===== src/rtl/sm4_pkg.sv =====
// -----------------------------------------------------------------------------
// sm4_pkg
// Shared definitions for the serial SM4 tau/linear-transform controller:
//   - state encoding of the byte-serial controller FSM
//   - rotation amounts of the SM4 linear transforms L (round) and L' (key exp.)
//   - small helpers: 32-bit rotate-left, byte extract and byte insert
// -----------------------------------------------------------------------------
package sm4_pkg;

  typedef enum logic [2:0] {
    ST_IDLE  = 3'd0,
    ST_START = 3'd1,
    ST_WAIT  = 3'd2,
    ST_LIN   = 3'd3,
    ST_DONE  = 3'd4
  } state_t;

  // L(B)  = B ^ rol(B,2) ^ rol(B,10) ^ rol(B,18) ^ rol(B,24)
  localparam int unsigned L_ROT_0  = 2;
  localparam int unsigned L_ROT_1  = 10;
  localparam int unsigned L_ROT_2  = 18;
  localparam int unsigned L_ROT_3  = 24;
  // L'(B) = B ^ rol(B,13) ^ rol(B,23)
  localparam int unsigned LP_ROT_0 = 13;
  localparam int unsigned LP_ROT_1 = 23;

  // Rotate left by n (only n mod 32 matters; n = 0 returns x unchanged).
  function automatic logic [31:0] rol32(input logic [31:0] x, input int unsigned n);
    logic [4:0] s;
    s = 5'(n);
    return (x << s) | (x >> (6'd32 - {1'b0, s}));
  endfunction

  // Byte idx of a word, idx 3 = MSB.
  function automatic logic [7:0] byte_of(input logic [31:0] w, input logic [1:0] idx);
    logic [7:0] b;
    case (idx)
      2'd0:    b = w[7:0];
      2'd1:    b = w[15:8];
      2'd2:    b = w[23:16];
      default: b = w[31:24];
    endcase
    return b;
  endfunction

  // Replace byte idx of a word with b.
  function automatic logic [31:0] set_byte(input logic [31:0] w, input logic [1:0] idx,
                                           input logic [7:0] b);
    logic [31:0] r;
    r = w;
    case (idx)
      2'd0:    r[7:0]   = b;
      2'd1:    r[15:8]  = b;
      2'd2:    r[23:16] = b;
      default: r[31:24] = b;
    endcase
    return r;
  endfunction

endpackage


===== src/rtl/sm4_lin.sv =====
// -----------------------------------------------------------------------------
// sm4_lin
// Combinational SM4 linear transform applied to a single share.
//   mode = 0 : L  (round function)
//   mode = 1 : L' (key expansion)
// Ports:
//   mode  in   1   transform select
//   din   in  32   input word (one share)
//   dout  out 32   transformed word
// Both transforms are linear over GF(2), so applying them per share keeps the
// XOR sharing valid without ever combining the shares.
// -----------------------------------------------------------------------------
module sm4_lin
  import sm4_pkg::*;
(
  input  logic        mode,
  input  logic [31:0] din,
  output logic [31:0] dout
);

  logic [31:0] l_out;
  logic [31:0] lp_out;

  assign l_out  = din ^ rol32(din, L_ROT_0) ^ rol32(din, L_ROT_1)
                      ^ rol32(din, L_ROT_2) ^ rol32(din, L_ROT_3);
  assign lp_out = din ^ rol32(din, LP_ROT_0) ^ rol32(din, LP_ROT_1);
  assign dout   = mode ? lp_out : l_out;

endmodule


===== src/rtl/sm4_tau_serial.sv =====
// -----------------------------------------------------------------------------
// sm4_tau_serial
// Byte-serial initiator for an external masked SM4 S-box engine. A 32-bit word
// arrives as two XOR shares; its four bytes (MSB first) are sent one at a time
// through the single shared S-box using a start/finish handshake, the returned
// shares are collected, and L or L' is applied to each share separately.
//
// Ports:
//   clk, rst_n            clock, asynchronous active-low reset
//   in_valid/in_ready     input word handshake (ready only in IDLE)
//   in_sh1, in_sh0        input word shares; mode 0 = L, 1 = L'
//   sb_start              one-cycle start pulse to the S-box
//   sb_x, sb_m            share-1 / share-0 byte to the S-box (held until finish)
//   sb_finish             S-box done pulse, sb_out1/sb_out0 valid with it
//   out_valid/out_ready   result handshake
//   out_sh1, out_sh0      result shares (held while out_valid)
//   err                   one-cycle pulse when the S-box does not answer in time
//
// Timing: sb_start is high during the START cycle; with S-box latency Ls the
// word takes 4*(Ls+1)+2 cycles from acceptance to out_valid.
// -----------------------------------------------------------------------------
module sm4_tau_serial
  import sm4_pkg::*;
#(
  parameter int TIMEOUT = 64,
  parameter int TW      = 7
) (
  input  logic        clk,
  input  logic        rst_n,
  input  logic        in_valid,
  output logic        in_ready,
  input  logic [31:0] in_sh1,
  input  logic [31:0] in_sh0,
  input  logic        mode,
  output logic        sb_start,
  output logic [7:0]  sb_x,
  output logic [7:0]  sb_m,
  input  logic        sb_finish,
  input  logic [7:0]  sb_out1,
  input  logic [7:0]  sb_out0,
  output logic        out_valid,
  input  logic        out_ready,
  output logic [31:0] out_sh1,
  output logic [31:0] out_sh0,
  output logic        err
);

  state_t      state_q,     state_d;
  logic [31:0] sh1_q,       sh1_d;
  logic [31:0] sh0_q,       sh0_d;
  logic [31:0] acc1_q,      acc1_d;
  logic [31:0] acc0_q,      acc0_d;
  logic        mode_q,      mode_d;
  logic [1:0]  idx_q,       idx_d;
  logic [TW-1:0] cnt_q,     cnt_d;
  logic        sb_start_q,  sb_start_d;
  logic [7:0]  sb_x_q,      sb_x_d;
  logic [7:0]  sb_m_q,      sb_m_d;
  logic        out_valid_q, out_valid_d;
  logic [31:0] out_sh1_q,   out_sh1_d;
  logic [31:0] out_sh0_q,   out_sh0_d;
  logic        err_q,       err_d;

  logic [31:0] lin1;
  logic [31:0] lin0;

  // One transform instance per share; the shares never meet.
  sm4_lin u_lin1 (
    .mode (mode_q),
    .din  (acc1_q),
    .dout (lin1)
  );

  sm4_lin u_lin0 (
    .mode (mode_q),
    .din  (acc0_q),
    .dout (lin0)
  );

  // The timeout counter holds the number of cycles since sb_start was raised:
  // it is 0 in the START cycle, so hitting TIMEOUT-1 in WAIT puts err on the
  // wire exactly TIMEOUT cycles after the start pulse.
  always_comb begin
    // NOTE: every signal assigned below gets its default first, so no path
    // leaves one unassigned and no latch is inferred.
    state_d     = state_q;
    sh1_d       = sh1_q;
    sh0_d       = sh0_q;
    acc1_d      = acc1_q;
    acc0_d      = acc0_q;
    mode_d      = mode_q;
    idx_d       = idx_q;
    cnt_d       = cnt_q;
    sb_start_d  = 1'b0;
    sb_x_d      = sb_x_q;
    sb_m_d      = sb_m_q;
    out_valid_d = out_valid_q;
    out_sh1_d   = out_sh1_q;
    out_sh0_d   = out_sh0_q;
    err_d       = 1'b0;

    case (state_q)
      ST_IDLE: begin
        if (in_valid) begin
          sh1_d      = in_sh1;
          sh0_d      = in_sh0;
          mode_d     = mode;
          idx_d      = 2'd3;
          acc1_d     = '0;
          acc0_d     = '0;
          // Byte 3 is presented straight from the input so the start pulse
          // and its operands appear together in the START cycle.
          sb_x_d     = in_sh1[31:24];
          sb_m_d     = in_sh0[31:24];
          sb_start_d = 1'b1;
          cnt_d      = '0;
          state_d    = ST_START;
        end
      end

      ST_START: begin
        cnt_d   = cnt_q + TW'(1);
        state_d = ST_WAIT;
      end

      ST_WAIT: begin
        // A finish arriving in the timeout cycle still completes the byte.
        if (sb_finish) begin
          acc1_d = set_byte(acc1_q, idx_q, sb_out1);
          acc0_d = set_byte(acc0_q, idx_q, sb_out0);
          if (idx_q == 2'd0) begin
            state_d = ST_LIN;
          end else begin
            idx_d      = idx_q - 2'd1;
            sb_x_d     = byte_of(sh1_q, idx_q - 2'd1);
            sb_m_d     = byte_of(sh0_q, idx_q - 2'd1);
            sb_start_d = 1'b1;
            cnt_d      = '0;
            state_d    = ST_START;
          end
        end else if (cnt_q == TW'(TIMEOUT - 1)) begin
          // Abort: drop the partial word so no share material lingers.
          err_d   = 1'b1;
          sh1_d   = '0;
          sh0_d   = '0;
          acc1_d  = '0;
          acc0_d  = '0;
          idx_d   = '0;
          cnt_d   = '0;
          sb_x_d  = '0;
          sb_m_d  = '0;
          state_d = ST_IDLE;
        end else begin
          cnt_d = cnt_q + TW'(1);
        end
      end

      ST_LIN: begin
        out_sh1_d   = lin1;
        out_sh0_d   = lin0;
        out_valid_d = 1'b1;
        state_d     = ST_DONE;
      end

      ST_DONE: begin
        if (out_ready) begin
          out_valid_d = 1'b0;
          state_d     = ST_IDLE;
        end
      end

      default: begin
        state_d = ST_IDLE;
      end
    endcase
  end

  // NOTE: state is updated with non-blocking assignments so every flop samples
  // the pre-edge values computed above, independent of statement order.
  always_ff @(posedge clk or negedge rst_n) begin
    if (!rst_n) begin
      state_q     <= ST_IDLE;
      sh1_q       <= '0;
      sh0_q       <= '0;
      acc1_q      <= '0;
      acc0_q      <= '0;
      mode_q      <= 1'b0;
      idx_q       <= '0;
      cnt_q       <= '0;
      sb_start_q  <= 1'b0;
      sb_x_q      <= '0;
      sb_m_q      <= '0;
      out_valid_q <= 1'b0;
      out_sh1_q   <= '0;
      out_sh0_q   <= '0;
      err_q       <= 1'b0;
    end else begin
      state_q     <= state_d;
      sh1_q       <= sh1_d;
      sh0_q       <= sh0_d;
      acc1_q      <= acc1_d;
      acc0_q      <= acc0_d;
      mode_q      <= mode_d;
      idx_q       <= idx_d;
      cnt_q       <= cnt_d;
      sb_start_q  <= sb_start_d;
      sb_x_q      <= sb_x_d;
      sb_m_q      <= sb_m_d;
      out_valid_q <= out_valid_d;
      out_sh1_q   <= out_sh1_d;
      out_sh0_q   <= out_sh0_d;
      err_q       <= err_d;
    end
  end

  assign in_ready  = (state_q == ST_IDLE);
  assign sb_start  = sb_start_q;
  assign sb_x      = sb_x_q;
  assign sb_m      = sb_m_q;
  assign out_valid = out_valid_q;
  assign out_sh1   = out_sh1_q;
  assign out_sh0   = out_sh0_q;
  assign err       = err_q;

endmodule

===== config.mk =====
export PLATFORM = sky130hd
export DESIGN_NAME = sm4_tau_serial
export DESIGN_NICKNAME = d
export VERILOG_FILES = /design/src/rtl/sm4_pkg.sv /design/src/rtl/sm4_lin.sv /design/src/rtl/sm4_tau_serial.sv
export SDC_FILE = /design/constraint.sdc
export NUM_CORES = 1
export LEC_CHECK = 0
export CORE_MARGIN = 4
export CORE_UTILIZATION = 53
export CTS_BUF_LIST = sky130_fd_sc_hd__clkbuf_8
export DETAILED_ROUTE_END_ITERATION = 7
export GPL_TIMING_DRIVEN = 0
export MAX_ROUTING_LAYER = met4
export PLACE_DENSITY = 0.83
export SLEW_MARGIN = 20
export SYNTH_ARGS = -nofsm -noshare
export SYNTH_HDL_FRONTEND = slang
export SYNTH_SLANG_ARGS = --single-unit

===== constraint.sdc =====
create_clock -name clk -period 1.85 [get_ports clk]
set_input_delay 0.37 -clock clk [delete_from_list [all_inputs] [get_ports clk]]
set_output_delay 0.37 -clock clk [all_outputs]
set_load 0.01 [all_outputs]

## Word-level counts from Yosys, hierarchy flattened

Cells that the tools add are included.

| cells by class | value |
|---|---|
| equality and inequality tests | 19 |
| multiplexer cells | 57 |
| add/sub/neg operators | 2 |
| reductions and logical operators | 17 |
| bitwise gates (word level) | 24 |

Operator list:

| kind | count |
|---|---|
| 32-bit XOR | 12 |
| 32-bit two-way mux | 9 |
| 32-bit case mux with 2 select lines | 4 |
| 8-bit two-way mux | 15 |
| 32-bit by 10-bit bitwise OR with 32-bit output | 2 |
| 32-bit by 13-bit bitwise OR with 32-bit output | 2 |
| 32-bit by 18-bit bitwise OR with 32-bit output | 2 |
| 32-bit by 2-bit bitwise OR with 32-bit output | 2 |
| 32-bit by 23-bit bitwise OR with 32-bit output | 2 |
| 32-bit by 24-bit bitwise OR with 32-bit output | 2 |
| 8-bit case mux with 3 select lines | 2 |
| 8-bit case mux with 2 select lines | 2 |
| 7-bit two-way mux | 4 |
| 4-bit AND reduction | 6 |
| 7-bit case mux with 3 select lines | 1 |
| 3-bit case mux with 5 select lines | 1 |
| 3-bit two-way mux | 4 |
| 3-bit inequality test (second input constant) | 4 |
| 2-bit two-way mux | 5 |
| 2-bit inequality test (second input constant) | 4 |
| 7-bit by 1-bit adder with 7-bit output (second input constant) | 1 |
| 7-bit by 6-bit == test with 1-bit output (second input constant) | 1 |
| 1-bit two-way mux | 7 |
| 3-bit by 2-bit == test with 1-bit output (second input constant) | 2 |
| other kinds (15) | 23 |

| word-level totals | value |
|---|---|
| register bits | 224 |

## Depth between registers and ports, before layout

| logic depth | value |
|---|---|
| word-level depth | 6 |
| mapped depth | 8 |
| mapped depth without buffers | 6 |

## Hierarchy

Synthesis repeated with hierarchy kept, for this count alone.

| second synthesis, totals | value |
|---|---|
| cells, all modules | 1136 |
| area, all modules | 12857.3 µm² |

By module, submodules not included:

| module | cells an instance | area an instance (µm²) | instances |
|---|---|---|---|
| sm4_tau_serial | 682 | 9409.0 | 1 |
| sm4_lin | 227 | 1724.2 | 2 |

## Worst setup path before layout

Ideal clock, no wire load.

| path | value |
|---|---|
| kind | register to register |
| start | register idx_q[0] |
| end | register sb_m_q[5], in the netlist sb_m[5] |
| arrival time | 1.781 ns |
| cell stages (with the launch flop) | 9 |
| library setup time | 0.125 ns |
| setup slack | -0.056 ns |
| path buffers | 2 |
| path through | dfrtp_1 inv_1 ha_1 clkbuf_1 clkbuf_1 a222oi_1 a21oi_1 a22o_1 mux2_4 |

| on the way | value |
|---|---|
| cells in the longest elaborated chain, start to end | 6 |
| elaborated cells on any way between the ends | 11 |
| classes of those cells | add/sub (1); eq/ne (3); mux (4); reduce/logical (3) |

RTL lines:

| item | RTL line | RTL |
|---|---|---|
| from (decl) | sm4_tau_serial.sv:54 | `logic [1:0] idx_q, idx_d;` |
| from (signal assigned) | sm4_tau_serial.sv:204 | `idx_q <= idx_d;` |
| 2-bit by 1-bit subtractor with 2-bit output | sm4_tau_serial.sv:136 | `sb_m_d = byte_of(sh0_q, idx_q - 2'd1);` |
| 2-bit == test, or another cell as far along | sm4_pkg.sv:37 | `case (idx)` |
| 8-bit case mux with 3 select lines | sm4_pkg.sv:37 |  |
| 8-bit two-way mux | sm4_tau_serial.sv:131 | `if (idx_q == 2'd0) begin` |
| 8-bit two-way mux | sm4_tau_serial.sv:128 | `if (sb_finish) begin` |
| 8-bit case mux with 2 select lines | sm4_tau_serial.sv:102 | `case (state_q)` |
| to (signal assigned) | sm4_tau_serial.sv:208 | `sb_m_q <= sb_m_d;` |
| to (decl) | sm4_tau_serial.sv:58 | `logic [7:0] sb_m_q, sb_m_d;` |

Several ways; a longest one is shown, not always the timed one. The select of a mux whose other input is x is not followed.
A chain may end at the register's enable or synchronous reset.

## Worst setup path in the final report

| path | value |
|---|---|
| start | register idx_q[0] |
| end | register sb_m_q[3], in the netlist sb_m[3] |

The elaborated chain is that of the path after synthesis.

==> metrics.txt <==
Core ar. around 25,000 um^2; most frequent cells in the layout 221 x dfrtp_1, 109 x nand2_1, 107 x xor2_1; Initial DRC Count around 1,600; first-pass GRT wire length about 74 mm; DRC viols 0; initial core utilization 53.9%; Max Root-Sink Buffers 3; Die Y ~170 um; placed cell count between 1,500 and 2,000; Max Fclk 479 MHz; Synth Cell Area ~14,000 um^2; Util after Layout a little under three quarters; top cell type's share of synthesized area about two fifths; clock skew about 23 ps; share of cells above drive strength 1 ~25%; crit end category flip-flop; PwrDens 1750 nW/um^2; Worst Setup Start Kind flip-flop; part of the cycle the worst path needs 113%; CP required around 2300 ps; area taken by flip-flops and latches 5610 um^2; clock-pin slew on the worst setup and hold paths about 70 ps; post-synthesis sequential area ratio between 40% and 50%; Top FF cell, synth dfrtp_1; Sum Neg Setup Slack -6540 ps; commonest non-fill, non-tap cell in the layout dfrtp_1; Hold Path Class in2async; total congestion overflow 0; Final Max Slew Viols 0; WL/cell 25.3 um; Die W approximately 170 um; nets@finish around 1,700; DIE AREA 28,300 um^2; count of input and output buffers around 170; fin cells 1,974; P_leak around 9 nW; Syn Inst Count approximately 1,300; antenna violations before repair 1; H-tree depth 2; Vias 12,700; cell type with the largest total area after synthesis dfrtp_1; Final WS setup -238 ps; ys async rst share 100%; crit path max fanout 10; Clock Latency Late Sink 570 ps; pin count of the biggest net entering global routing 104; EDFF count, synth 0; final hold viol count 0; Post-Route WL between 40 and 50 mm; syn_nets ~1,400; # fillers roughly 1,800; area occupied by multi-input gates approximately 7700 um^2; CTS root buf clkbuf_8; IO Count 170; DRT antenna net count 0; vias per cell 6.45; RSZ-0062 raised after global routing yes; Worst Path Arrival approximately 2500 ps; setup violators final 82; worst slew pin tran just over 700 ps; CTS Sinks around 220; Max VDD drop around 0.00085 V; GP Congestion 0.981; FF+latch count, synth 224; DR pass1 iterations 6; Synth cell types 60; TritonCTS clock tree yes; DP Wirelength 32.9 mm; total track usage 34.1%; status finished with violations; CTS Buf Count 41; top cells by area, synth dfrtp_1 41%, xor2_1 6.9%, xnor2_1 5.7%, mux2_2 5.6%, a22o_1 5.2%; pre-CTS setup slack -636 ps; Crit Path Class reg2reg; max-cap violations 0; vias in the first global route around 12,000; row count 58; Relative slew margins 52.9%; violated checks negative setup slack; layout overhead on the synthesized area 32.6%; Avg Cell Area, Syn 10.1 um^2; Yosys warning total 0; min Tclk post-route 2090 ps
worst max-delay path, stage by stage (launching register included):
cell and delay (ps):
dfrtp_2 480, inv_4 80, ha_4 200, buf_8 150
a222oi_1 410, a21oi_1 150, a22o_1 220, mux2_4 260
metal layers:
layer	vias up	share of wire, %	wire length [um]	GRT usage, %
li1	5414	-	-	-
met1	6171	39	19300	44.0
met2	939	46	22900	52.7
met3	199	11	5280	6.29
met4	0	5.1	2550	15.2
met5	-	0	0	-
cells in the mapped netlist (3+ instances only):
library cell  count
a211o_1          17
a211oi_1         30
a21oi_1          27
a222oi_1         16
a22o_1           81
a31oi_1          17
and2_1           19
and3_1           21
buf_1             4
buf_2            96
buf_4             5
buf_6             6
clkbuf_1         46
dfrtp_1         224
ha_1              8
inv_1             5
mux2_2           68
mux2_4           10
mux2i_1          22
nand2_1         111
nand3_1          28
nand3b_1          3
nand4_1          26
nand4b_1         16
nor2_1           42
nor2b_1          16
nor3_1           53
nor4b_1          30
o211ai_1         17
o21ai_0           3
o21ai_2           5
o311a_1          16
o31ai_1           4
or3_1             3
or4_1            28
xnor2_1          89
xor2_1          107
metrics by stage:
step	power [mW]	hold slack [ps]	cell area (um^2)
after floorplan	18.1	74.4	13600
after global routing	32.9	326	18000
after CTS	30.1	307	17400
after detailed placement	23.5	291	15800
after global placement	23.2	483	15700
final	31.6	300	18000
state kept, by name, indices dropped and copies added (netlist names):
name       count
acc0_q        32
acc1_q        32
cnt_q          7
err            1
idx_q          2
mode_q         1
out_sh0       32
out_sh1       32
out_valid      1
sb_m           8
sb_start       1
sb_x           8
sh0_q         32
sh1_q         32
state_q        3
area by class of cell:
type,instances,area share [%]
antenna,2,0.0277
buffer,153,5.64
clock buffer,59,4.50
clock inverter,13,0.798
inverter,7,0.215
multi-input combinational,956,42.4
sequential,224,31.1
tap,330,2.29
timing repair buffer,230,13.0
kinds of logic after synthesis:
| family | Yosys count | synth area share (%) |
|---|---|---|
| adder cells (fa/ha/maj) | 8 | 0.736 |
| buffers and inverters | 165 | 5.91 |
| multiplexers | 102 | 8.51 |
| AO/OA/AOI/OAI | 242 | 14.4 |
| flip-flops | 224 | 41.2 |
| AND/OR/NAND/NOR | 406 | 16.5 |
| XOR/XNOR | 197 | 12.7 |
report_power, final:
part / switching [mW] / total (mW) / internal (mW)
Combinational: 10.1 / 18.2 / 8.14
Sequential: 1.19 / 7.88 / 6.70
Clock: 2.26 / 5.51 / 3.25
Total: 13.5 / 31.6 / 18.1
timing repair:
item | in CTS | in global routing
hold buffers | 1 | 0
pin swaps | 21 | 42
resized for setup | 166 | 156
endpoints found under the setup margin | 259 | 227
endpoints found under the hold margin | 45 | 0
gates cloned | 4 | 1
setup buffers | 29 | 27
worst paths after layout:
| path | start | end | slack (ps) | cells after the start |
|---|---|---|---|---|
| min | rst_n | out_sh0[13] | 300 | 2 |
| max | idx_q[0] | sb_m[3] | -240 | 7 |
| min reg2reg | sh1_q[9] | sh1_q[9] | 500 | 1 |
| min in group clk | mode | mode_q | 380 | 3 |
| max reg2reg | idx_q[0] | sb_m[3] | -240 | 7 |
| max in group asynchronous | rst_n | sh1_q[14] | 280 | 4 |
Power figures use the tool's default switching activity.
